$ cat config.mk
export PLATFORM = sky130hd
export DESIGN_NAME = lsu_access_ctrl
export DESIGN_NICKNAME = d
export VERILOG_FILES = /design/src/rtl/lsu_access_ctrl.sv
export SDC_FILE = /design/constraint.sdc
export NUM_CORES = 1
export LEC_CHECK = 0
export ABC_AREA = 1
export BUFFER_PORTS_ARGS = -buffer_cell sky130_fd_sc_hd__buf_2
export CAP_MARGIN = 20
export CORE_MARGIN = 2
export CORE_UTILIZATION = 54
export DETAILED_ROUTE_END_ITERATION = 16
export PLACE_DENSITY = 0.89
export SETUP_SLACK_MARGIN = 0.3
export SYNTH_ARGS = -nofsm -noshare
export SYNTH_HDL_FRONTEND = slang
export SYNTH_SLANG_ARGS = --single-unit
$ cat constraint.sdc
create_clock -name i_clk -period 9 [get_ports i_clk]
set_clock_uncertainty 0.1 [all_clocks]
set_input_delay 0.45 -clock i_clk [delete_from_list [all_inputs] [get_ports i_clk]]
set_output_delay 0.45 -clock i_clk [all_outputs]
set_load 0.02 [all_outputs]
$ cat src/rtl/lsu_access_ctrl.sv
// LSU access controller: decodes an LSU request into an SRAM access, an
// output-buffer write or an unmapped no-op, and answers with a one-cycle done.
module lsu_access_ctrl #(
  parameter int unsigned SRAM_WAIT = 2
) (
  input  logic        i_clk,
  input  logic        i_reset,
  input  logic        i_lsu_req,
  input  logic        i_lsu_wren,
  input  logic [31:0] i_lsu_addr,
  input  logic [31:0] i_lsu_wdata,
  output logic        o_lsu_ready,
  output logic        o_lsu_done,
  output logic [31:0] o_lsu_rdata,
  output logic        o_sram_ce,
  output logic        o_sram_we,
  output logic [10:0] o_sram_addr,
  output logic [31:0] o_sram_wdata,
  input  logic [31:0] i_sram_rdata,
  output logic        o_out_wren,
  output logic [7:0]  o_out_addr,
  output logic [31:0] o_out_wdata
);

  localparam int unsigned CNT_W   = 4;
  localparam int unsigned DATA_W  = 32;
  localparam int unsigned LADDR_W = 13;
  localparam int unsigned SADDR_W = 11;
  localparam int unsigned OADDR_W = 8;

  typedef enum logic [1:0] {IDLE, SRAM, OUT, DONE} state_t;

  state_t               state_q, state_d;
  logic [CNT_W-1:0]     cnt_q, cnt_d;
  logic [LADDR_W-1:0]   addr_q, addr_d;
  logic [DATA_W-1:0]    wdata_q, wdata_d;
  logic                 wren_q, wren_d;

  logic                 ready_d, done_d, ce_d, we_d, out_wren_d;
  logic [SADDR_W-1:0]   sram_addr_d;
  logic [DATA_W-1:0]    sram_wdata_d, out_wdata_d, rdata_d;
  logic [OADDR_W-1:0]   out_addr_d;

  logic                 sram_hit, out_hit, last_wait;
  logic                 unused_addr_hi;

  // Upper address half never participates in decode.
  assign unused_addr_hi = ^i_lsu_addr[31:16];

  assign sram_hit  = (i_lsu_addr[15:13] == 3'b001);
  assign out_hit   = i_lsu_wren && (i_lsu_addr[15:12] == 4'b0111) &&
                     (i_lsu_addr[11:8] == 4'b0000);
  assign last_wait = (cnt_q == CNT_W'(SRAM_WAIT - 1));

  // Next-state, latched request and next registered output values.
  always_comb begin
    state_d = state_q;
    cnt_d   = cnt_q;
    addr_d  = addr_q;
    wdata_d = wdata_q;
    wren_d  = wren_q;
    rdata_d = o_lsu_rdata;

    case (state_q)
      IDLE: begin
        if (i_lsu_req) begin
          addr_d  = i_lsu_addr[LADDR_W-1:0];
          wdata_d = i_lsu_wdata;
          wren_d  = i_lsu_wren;
          cnt_d   = '0;
          if (sram_hit) begin
            state_d = SRAM;
          end else if (out_hit) begin
            state_d = OUT;
          end else begin
            state_d = DONE;
            rdata_d = '0;
          end
        end
      end
      SRAM: begin
        cnt_d = cnt_q + CNT_W'(1);
        if (last_wait) begin
          state_d = DONE;
          rdata_d = wren_q ? '0 : i_sram_rdata;
        end
      end
      OUT: begin
        state_d = DONE;
        rdata_d = '0;
      end
      DONE:    state_d = IDLE;
      default: state_d = IDLE;
    endcase

    // Outputs are registered, so they are derived from the state being entered.
    ready_d      = (state_d == IDLE);
    done_d       = (state_d == DONE);
    ce_d         = (state_d == SRAM);
    we_d         = ce_d && wren_d;
    sram_addr_d  = ce_d ? addr_d[12:2] : '0;
    sram_wdata_d = ce_d ? wdata_d : '0;
    out_wren_d   = (state_d == OUT);
    out_addr_d   = out_wren_d ? addr_d[7:0] : '0;
    out_wdata_d  = out_wren_d ? wdata_d : '0;
  end

  always_ff @(posedge i_clk or posedge i_reset) begin
    if (i_reset) begin
      state_q      <= IDLE;
      cnt_q        <= '0;
      addr_q       <= '0;
      wdata_q      <= '0;
      wren_q       <= 1'b0;
      o_lsu_ready  <= 1'b1;
      o_lsu_done   <= 1'b0;
      o_lsu_rdata  <= '0;
      o_sram_ce    <= 1'b0;
      o_sram_we    <= 1'b0;
      o_sram_addr  <= '0;
      o_sram_wdata <= '0;
      o_out_wren   <= 1'b0;
      o_out_addr   <= '0;
      o_out_wdata  <= '0;
    end else begin
      state_q      <= state_d;
      cnt_q        <= cnt_d;
      addr_q       <= addr_d;
      wdata_q      <= wdata_d;
      wren_q       <= wren_d;
      o_lsu_ready  <= ready_d;
      o_lsu_done   <= done_d;
      o_lsu_rdata  <= rdata_d;
      o_sram_ce    <= ce_d;
      o_sram_we    <= we_d;
      o_sram_addr  <= sram_addr_d;
      o_sram_wdata <= sram_wdata_d;
      o_out_wren   <= out_wren_d;
      o_out_addr   <= out_addr_d;
      o_out_wdata  <= out_wdata_d;
    end
  end

endmodule
# [After elaboration in Yosys (flattened, before gate mapping)]
# Index checks and enable logic that the tools add are counted.
[classes] eq_ne=13 reduce_logical=10 add_sub_neg=1 mux=23
[ops] cell="$mux 32" count=9
[ops] cell="$pmux 32 s3" count=1
[ops] cell="$mux 13" count=2
[ops] cell="$mux 11" count=1
[ops] cell="$eq 2x2->1 const B" count=4
[ops] cell="$mux 8" count=1
[ops] cell="$ne 2x2->1 const B" count=4
[ops] cell="$pmux 2 s4" count=1
[ops] cell="$pmux 4 s2" count=1
[ops] cell="$mux 2" count=3
[ops] cell="$reduce_and 5->1" count=1
[ops] cell="$add 4x1->4 const B" count=1
[ops] cell="$eq 2x1->1 const B" count=2
[ops] cell="$eq 4x1->1 const B" count=1
[ops] cell="$eq 4x3->1 const B" count=1
[ops] cell="$logic_not 2->1" count=2
[ops] cell="$logic_not 4->1" count=1
[ops] cell="$mux 4" count=1
[ops] cell="$eq 3x1->1 const B" count=1
[ops] cell="$logic_and 1x1->1" count=3
[ops] cell="$mux 1" count=3
[ops] cell="$reduce_bool 3->1" count=1
[ops] cell="$reduce_and 2->1" count=1
[ops] cell="$reduce_bool 2->1" count=1
[word_totals] out_inout_bits=120 ff_bits=172 wordCells=62 in_bits=100

# [Logic depth before layout (Yosys ltp)]
# Gate-level depths: netlist of the first run.
[logic_depth] ltp_word=9 ltp_mapped=10 mapped_depth_nobuf=9

# [Least setup slack after synthesis of the first run]
# Ideal clock, no wire load.
[synth_path] path_kind="reg2reg" startpoint="reg state_q[0]" endpoint="reg o_out_addr[3]" t_required_ps=8773 path_slack_ps=7333 setup_ps=127 period_less_slack_ps=1667 t_arrival_ps=1440 n_path_buf=1 stages_incl_launch_ff=9 path_cell_list="dfrtp_1 -> inv_1 -> ha_1 -> nand2_1 -> inv_2 -> buf_2 -> or2_1 -> o21ai_1 -> nor2_1"
[synth_between] elab_chain_len=4 elab_cells_between_ends=10 cone_classes="eq/ne (4); mux (5); reduce/logical (1)"
[synth_rtl] item="start: declaration" line="33" text="state_t state_q, state_d;"
[synth_rtl] item="start signal: assignment" line="126" text="state_q <= state_d;"
[synth_rtl] item="$eq 2x2->1, or another cell as far along" line="64" text="case (state_q)"
[synth_rtl] item="$pmux 2 s4" line="64"
[synth_rtl] item="$eq 2x2->1" line="103" text="out_wren_d = (state_d == OUT);"
[synth_rtl] item="$mux 8 *" line="104" text="out_addr_d = out_wren_d ? addr_d[7:0] : '0;"
[synth_rtl] item="via out_addr_d[3]" line="42" text="logic [OADDR_W-1:0] out_addr_d;"
[synth_rtl] item="end signal: assignment" line="139" text="o_out_addr <= out_addr_d;"
[synth_rtl] item="end: declaration" line="21" text="output logic [7:0] o_out_addr,"
# The timed path passes the listed nets; every way through them passes the cells marked *.
# A chain may end at the register's enable or synchronous reset.

# [Worst setup path after layout of the first run]
[layout_path] startpoint="reg state_q[1]" endpoint="reg o_out_wdata[12]"
[layout_between] elab_chain_len=4 elab_cells_between_ends=10 cone_classes="eq/ne (4); mux (5); reduce/logical (1)"
[layout_rtl] item="$eq 2x2->1, or another cell as far along" line="64"
[layout_rtl] item="$pmux 2 s4 *" line="64"
[layout_rtl] item="via state_d[1]" line="33"
[layout_rtl] item="$eq 2x2->1 *" line="103"
[layout_rtl] item="$mux 32 *" line="105" text="out_wdata_d = out_wren_d ? wdata_d : '0;"
[layout_rtl] item="via out_wdata_d[12]" line="41" text="logic [DATA_W-1:0] sram_wdata_d, out_wdata_d, rdata_d;"
[layout_rtl] item="end signal: assignment" line="140" text="o_out_wdata <= out_wdata_d;"
[layout_rtl] item="end: declaration" line="22" text="output logic [31:0] o_out_wdata"
# Marked as above.

==> impl_results.rst, run 1 <==
.. list-table::
   :header-rows: 1

   * - Metric
     - Value
   * - Total overflow reported by the global router
     - 0
   * - Total Neg Setup Slack
     - 0 ns
   * - Max clock buf depth
     - 2
   * - Upper clock frequency limit
     - 0.376 GHz
   * - Most common cell after layout, fill and taps aside
     - buf_2
   * - Core box area
     - 11900 sq um
   * - Total clock buffers created by CTS
     - 17
   * - CP Data Required Time
     - between 9 and 10 ns
   * - Fraction of synthesized cell area taken by the top area cell type
     - 0.653
   * - IO Port Bufs
     - 203
   * - Cell total after placement
     - a little under 1000
   * - Latest clock arrival within the worst-skew pair
     - 0.41 ns
   * - Post-cts gate resize count
     - 0
   * - Die Ht
     - roughly 110 um
   * - Worst reg2reg path depth
     - 8
   * - Min-delay worst type
     - in2async
   * - Detailed placer's ending HPWL
     - 9.14 mm
   * - Commonest cells after routing, fill and taps aside
     - 203 x buf_2, 171 x dfrtp_1, 91 x nor2_1, 83 x nand2_1, 52 x inv_1
   * - Number of buffers added for setup after CTS
     - 0
   * - Cell area after technology mapping
     - 6550 sq um
   * - Ratio of total power to cell area
     - 394 nW/um^2
   * - Total Routed Length
     - 14.0 mm
   * - Die footprint
     - approximately 13000 sq um
   * - Arrival time reported for the critical path endpoint
     - between 2 and 3 ns
   * - CP Class
     - reg2reg
   * - Endpoint class of the critical path
     - flip-flop
   * - DRT iter0 DRCs
     - ~440
   * - Proportion of synthesized chip area in sequential cells
     - 0.657
   * - Via count of the first global-routing pass
     - 4969
   * - Vias post-DR
     - 4848
   * - Origin of the critical flop-to-flop path
     - state_q[1]$_DFF_PP0_
   * - Reg clk slew, reported paths
     - ~0.060 ns
   * - Detailed-route wire length per cell
     - roughly 14 um
   * - DR DRC count
     - 0
   * - Internal cell power
     - 1.90 mW
   * - Leakage component of the power
     - 4.65 nW
   * - Library cell occupying the most area in the post-synthesis netlist
     - dfrtp_1
   * - Fraction of layout cells with a size suffix above 1
     - 0.374
   * - Largest net degree at the start of global routing
     - 110
   * - Status
     - finished clean
   * - Number of distinct library cells after synthesis
     - 26
   * - Routability Congestion
     - 0.771
   * - Number of synthesized register bits
     - 172
   * - First drt pass iteration count
     - 7
   * - Post-detailed-route count of antenna-violating nets
     - 0
   * - Part of the power in combinational logic
     - 0.426
   * - Via density per instance
     - 4.80
   * - Number of antenna cells inserted
     - 0
   * - RSZ-0062 raised after global routing
     - no
   * - Reported max-cap violation count
     - 0
   * - Total chip power
     - 3.24 mW
   * - Final worst-path cycle share
     - 0.296
   * - Minimum clock period after layout
     - 2.66 ns
   * - Final-report setup violation count
     - 0
   * - Cell Count, Final, Fillers Out
     - 1010
   * - Actual slew at the worst max-slew pin
     - 0.986 ns
   * - CP startpoint
     - state_q[1]$_DFF_PP0_
   * - Wire length of the first global-routing pass
     - around 23 mm
   * - Sequential power share
     - 0.363
   * - Post-synth net total
     - 759
   * - H-tree levels
     - 4
   * - Synthesized area per cell
     - 10.0 sq um
   * - Buffer type at the clock tree root
     - clkbuf_16
   * - Initial antenna violation count
     - 0
   * - # IOs
     - 220
   * - Number of warnings reported in the yosys synthesis log
     - 0
   * - Count of hold-fix buffers inserted at cts
     - 0
   * - FP Rows
     - 40
   * - Starting Density
     - 0.550
   * - GRT Total Usage
     - 0.225
   * - Slew Limit Fails
     - 0
   * - Fin. Hold Viols
     - 0
   * - Switching component of the power
     - about 1.3 mW
   * - Fraction of power spent switching nets
     - 0.415
   * - Clock Sinks
     - 172
   * - Element type at the critical path start
     - flip-flop
   * - Worst IR Drop VDD
     - approximately 0.00022 V
   * - Net count of the finished layout
     - about 960
   * - Number of instances in the synthesized netlist
     - 653
   * - TritonCTS clock tree
     - done
   * - Biggest area contributors in the synthesized netlist
     - dfrtp_1 65%, nor2_1 5.2%, nand2_1 4.8%
   * - Worst slew margin relative to its limit
     - 0.340
   * - CP Max Fanout
     - between 40 and 50
   * - Die width
     - ~110 um
   * - Share of total power in the clock network
     - 0.211
   * - Syn-to-layout area delta
     - 25.5%
-- metrics by stage --
step	hold WS, ns	worst slack, ns	cell area [sq um]	utilization
after floorplan	0.401	3.79	6550	-
after global placement	0.348	5.85	7620	0.639
after detailed placement	0.353	5.80	7620	0.639
after CTS	0.155	5.77	8180	0.686
after global routing	0.179	6.10	8220	0.690
final	0.131	6.34	8220	0.690
-- cell type report --
type                            instances  area (sq um)
Sequential cell                       172          4310
Fill cell                             894          3690
Multi-Input combinational cell        355          1720
Timing Repair Buffer                  208          1090
Clock buffer                           20           447
Inverter                               96           365
Tap cell                              147           184
Clock inverter                         12           114
-- path summary, 6_finish.rpt --
| kind | slack, ns | to |
|---|---|---|
| worst min-delay path | 0.13 | o_out_wdata[7]$_DFF_PP0_ |
| max in group asynchronous | 7.28 | addr_q[12]$_DFF_PP0_ |
| worst min register to register | 0.37 | o_lsu_rdata[19]$_DFFE_PP0P_ |
| min in group i_clk | 0.17 | addr_q[0]$_DFF_PP0_ |
| worst max-delay path | 6.34 | o_out_wdata[12]$_DFF_PP0_ |
| worst max register to register | 6.34 | o_out_wdata[12]$_DFF_PP0_ |
-- kinds of logic (layout without fill, tap and decap cells) --
logic type,Yosys count,in the layout,share of synthesized area
AND/OR/NAND/NOR,292,292,0.205
AO/OA/AOI/OAI,57,57,0.0452
adder cells (fa/ha/maj),6,6,0.0115
buffers and inverters,126,336,0.0813
flip-flops,172,172,0.657
-- flip-flops by register name (all words and copies together) (netlist names), 2 cells and up --
signal	cells
o_out_wdata	32
cnt_q	4
state_q	2
o_lsu_rdata	32
o_sram_wdata	32
o_sram_addr	11
addr_q	13
wdata_q	32
o_out_addr	8
-- power groups by stage --
stage	Combinational (mW)	Sequential [mW]	Clock, mW
after floorplan	0.759	1.41	0
after global placement	1.32	1.17	0
after detailed placement	1.36	1.19	0
after CTS	1.37	1.18	0.697
after global routing	1.54	1.20	0.730
final	1.38	1.18	0.683
-- worst max-delay path: stages (launching register included) --
cell and delay (ns):
dfrtp_1 0.41, inv_1 0.14, ha_1 0.31, inv_2 0.08
nand2_1 0.06, nand2_1 0.05, nand2_1 0.14, nand3_2 0.75
nor2_1 0.46
-- synth_stat cells --
library cell	number
dfrtp_1	171
inv_2	43
nor2_1	91
nand2_2	2
nand4_1	1
or2_1	37
nand3_1	36
nand3b_1	1
inv_1	53
dfstp_2	1
nand2_1	84
buf_2	12
nor2_2	30
buf_6	4
or2_2	3
o21ai_1	48
buf_1	1
o22ai_1	3
ha_1	6
nor3_1	1
or2_0	6
buf_4	4
a21oi_1	4
a21oi_2	1
o21ai_2	1
clkbuf_1	9
-- routing by layer --
| layer | track usage | part of all wire |
|---|---|---|
| met1 | 0.266 | 0.40 |
| met2 | 0.375 | 0.50 |
| met3 | 0.0778 | 0.079 |
| met4 | 0.0967 | 0.023 |
| met5 | 0 | 0 |
No activity file was read; power rests on OpenSTA's default activity.
==> run 2: changes to the inputs <==
CORE_UTILIZATION = 50   (was 54)
PLACE_DENSITY = 0.83   (was 0.89)
clock period = 2.8 ns   (was 9 ns; I/O delays follow)
==> run 2 against run 1 <==
Sequential share of layout area is 5.1 points lower. Non-clock buffer count is 85 higher. Power grew to 3.3 times the previous value. Sequential power grew to 3.2 times the previous value. Fmax is 27% higher. Die area is 7.7% higher. Combinational power grew to 3.4 times the previous value. Register-to-register slack worse by 5.6 ns. Utilization is 2.6 points higher. Critical path type unchanged.
==> impl_results.rst, run 2 (same netlist as run 1, synthesis figures left out) <==
.. list-table::
   :header-rows: 1

   * - Metric
     - Value
   * - Number of antenna cells inserted
     - 0 (unchanged)
   * - Latest clock arrival within the worst-skew pair
     - 0.41 ns (about the same)
   * - Post-detailed-route count of antenna-violating nets
     - 0 (unchanged)
   * - Max clock buf depth
     - 2 (unchanged)
   * - DR DRC count
     - 0 (unchanged)
   * - Initial antenna violation count
     - 0 (unchanged)
   * - H-tree levels
     - 4 (unchanged)
   * - Ratio of total power to cell area
     - 1180 nW/um^2 (was 394 nW/um^2)
   * - Core box area
     - 12700 sq um (was 11900 sq um)
   * - Most common cell after layout, fill and taps aside
     - buf_2 (unchanged)
   * - Buffer type at the clock tree root
     - clkbuf_16 (unchanged)
   * - Largest net degree at the start of global routing
     - 76 (was 110)
   * - Critical path buffer and inverter count
     - 2 (unchanged)
   * - Total clock buffers created by CTS
     - 17 (unchanged)
   * - Actual slew at the worst max-slew pin
     - 0.673 ns (was 0.986 ns)
   * - Die width
     - 118 um (was 114 um)
   * - Post-Place Cell Area
     - 7730 sq um (was 7620 sq um)
   * - Wire length of the first global-routing pass
     - 27.2 mm (was 22.7 mm)
   * - Switching component of the power
     - 4.46 mW (was 1.34 mW)
   * - Origin of the critical flop-to-flop path
     - state_q[0]$_DFF_PP0_ (was state_q[1]$_DFF_PP0_)
   * - Highest-delay cell along the critical path
     - buf_4 (was nand3_2)
   * - CP startpoint
     - state_q[0]$_DFF_PP0_ (was state_q[1]$_DFF_PP0_)
   * - DRT iter0 DRCs
     - 342 (was 441)
   * - Slew Limit Fails
     - 0 (unchanged)
   * - CP Class
     - reg2reg (unchanged)
   * - Detailed-route wire length per cell
     - 14.9 um (was 13.9 um)
   * - Upper clock frequency limit
     - 0.478 GHz (was 0.376 GHz)
   * - Routability Congestion
     - 0.780 (was 0.771)
   * - Net count of the finished layout
     - 1041 (was 956)
   * - Final worst-path cycle share
     - 0.748 (was 0.296)
   * - Reg clk slew, reported paths
     - 0.06 ns (about the same)
   * - Min-delay worst type
     - in2reg (was in2async)
   * - Die Ht
     - 118 um (was 114 um)
   * - Layout Cell Area excl Fill
     - 9110 sq um (was 8220 sq um)
   * - Worst slew margin relative to its limit
     - 0.551 (was 0.340)
   * - FP Rows
     - 41 (was 40)
   * - Arrival time reported for the critical path endpoint
     - 2.33 ns (was 2.85 ns)
   * - Internal cell power
     - 6.28 mW (was 1.90 mW)
   * - Total overflow reported by the global router
     - 0 (unchanged)
   * - Total Neg Setup Slack
     - 0 ns (unchanged)
   * - Syn-to-layout area delta
     - 39.0% (was 25.5%)
   * - Endpoint class of the critical path
     - flip-flop (unchanged)
   * - Maximum cell stage delay along the critical path
     - 0.52 ns (was 0.75 ns)
   * - Part of the power in combinational logic
     - 0.431 (was 0.426)
   * - Commonest cells after routing, fill and taps aside
     - 203 x buf_2, 171 x dfrtp_1, 91 x nor2_1, 83 x nand2_1, 79 x dlygate4sd3_1 (was 203 x buf_2, 171 x dfrtp_1, 91 x nor2_1, 83 x nand2_1, 52 x inv_1)
   * - Worst IR Drop VDD
     - 0.000644 V (was 0.000222 V)
   * - Via count of the first global-routing pass
     - 5666 (was 4969)
   * - Clock Sinks
     - 172 (unchanged)
   * - First drt pass iteration count
     - 4 (was 7)
   * - Sequential power share
     - 0.352 (was 0.363)
   * - Fin. Hold Viols
     - 0 (unchanged)
   * - Status
     - finished clean (unchanged)
   * - Reported max-cap violation count
     - 0 (unchanged)
   * - Cell chain of the critical path
     - inv_1 -> ha_1 -> nand2_2 -> buf_4 -> o21ai_2 -> nand2_1 -> o22ai_1 -> a21oi_1 (was inv_1 -> ha_1 -> inv_2 -> nand2_1 -> nand2_1 -> nand2_1 -> nand3_2 -> nor2_1)
   * - Final-report setup violation count
     - 0 (unchanged)
   * - CP Data Required Time
     - 3.04 ns (was 9.19 ns)
   * - Die footprint
     - 14000 sq um (was 13000 sq um)
   * - Fraction of layout cells with a size suffix above 1
     - 0.346 (was 0.374)
   * - RSZ-0062 raised after global routing
     - no (unchanged)
   * - Hold wc startpoint
     - i_lsu_req
   * - Detailed placer's ending HPWL
     - 9.11 mm (was 9.14 mm)
   * - Element type at the critical path start
     - flip-flop (unchanged)
   * - IO Port Bufs
     - 203 (unchanged)
   * - # IOs
     - 220 (unchanged)
   * - Fraction of power spent switching nets
     - 0.415 (about the same)
   * - Leakage component of the power
     - 5.02 nW (was 4.65 nW)
   * - Starting Density
     - 0.515 (was 0.550)
   * - TritonCTS clock tree
     - done (unchanged)
   * - Minimum clock period after layout
     - 2.09 ns (was 2.66 ns)
   * - Total Routed Length
     - 16.6 mm (was 14.0 mm)
   * - Vias post-DR
     - 5324 (was 4848)
   * - Post-cts gate resize count
     - 0 (unchanged)
   * - Via density per instance
     - 4.75 (was 4.80)
   * - GRT Total Usage
     - 0.248 (was 0.225)
   * - CP Max Fanout
     - 50 (was 41)
   * - Share of total power in the clock network
     - 0.217 (was 0.211)
   * - CP delay by family, top
     - buffers and inverters (was simple AND/OR/NAND/NOR gates)
[run 2: what timing repair did]
item	CTS	global route
endpoints found under the hold margin	186	0
setup buffers	0	0
hold buffers	79	0
endpoints found under the setup margin	0	0
[run 2: path summary, 6_finish.rpt]
kind	endpoint	slack, ns	cells after the start
worst max-delay path	cnt_q[3]$_DFFE_PP0P_	0.71	8
min in group asynchronous	o_out_wdata[7]$_DFF_PP0_	0.24	3
worst min-delay path	o_lsu_done$_DFF_PP0_	0.10	5
worst max register to register	cnt_q[3]$_DFFE_PP0P_	0.71	8
worst min register to register	o_lsu_rdata[11]$_DFFE_PP0P_	0.37	2
max in group asynchronous	o_lsu_ready$_DFF_PP1_	1.48	4
[run 2: metal layers]
| layer | wire (um) | GRT usage | share of wire | up-vias |
|---|---|---|---|---|
| met4 | 517 | 0.128 | 0.031 | 0 |
| met1 | 6400 | 0.274 | 0.38 | 2563 |
| met3 | 809 | 0.0569 | 0.049 | 42 |
| li1 | - | - | - | 2526 |
| met2 | 8920 | 0.445 | 0.54 | 193 |
| met5 | 0 | 0 | 0 | - |
[run 2: final cells by class]
| cell class | instances | area (sq um) |
|---|---|---|
| sequential | 172 | 4310 |
| fill | 877 | 3610 |
| timing repair buffer | 293 | 1910 |
| multi-input combinational | 355 | 1720 |
| clock buffer | 21 | 460 |
| inverter | 96 | 364 |
| tap | 172 | 215 |
| clock inverter | 11 | 130 |
[run 2: metrics by stage]
stage	instances	hold WS, ns	util	worst slack, ns	power (mW)
after floorplan	653	0.183	-	0.364	6.97
after global placement	1009	0.128	0.608	0.763	8.12
after detailed placement	1009	0.134	0.608	0.745	8.26
after CTS	1120	0.0822	0.716	0.733	10.7
after global routing	1120	0.103	0.716	0.515	11.4
final	1120	0.104	0.716	0.706	10.7
[run 2: power groups by stage]
| stage | Combinational, mW | Sequential (mW) | Clock (mW) |
|---|---|---|---|
| finish | 4.63 | 3.79 | 2.33 |
| global route | 5.08 | 3.87 | 2.48 |
| CTS | 4.57 | 3.77 | 2.36 |
| detailed placement | 4.45 | 3.81 | 0 |
| global placement | 4.36 | 3.76 | 0 |
| floorplan | 2.44 | 4.53 | 0 |
[run 2: worst register-to-register path: stages, from the launching register on]
cell and delay [ns]:
dfrtp_1 0.42, inv_1 0.10, ha_1 0.25, nand2_2 0.08, buf_4 0.52, o21ai_2 0.22, nand2_1 0.14, o22ai_1 0.07
a21oi_1 0.13
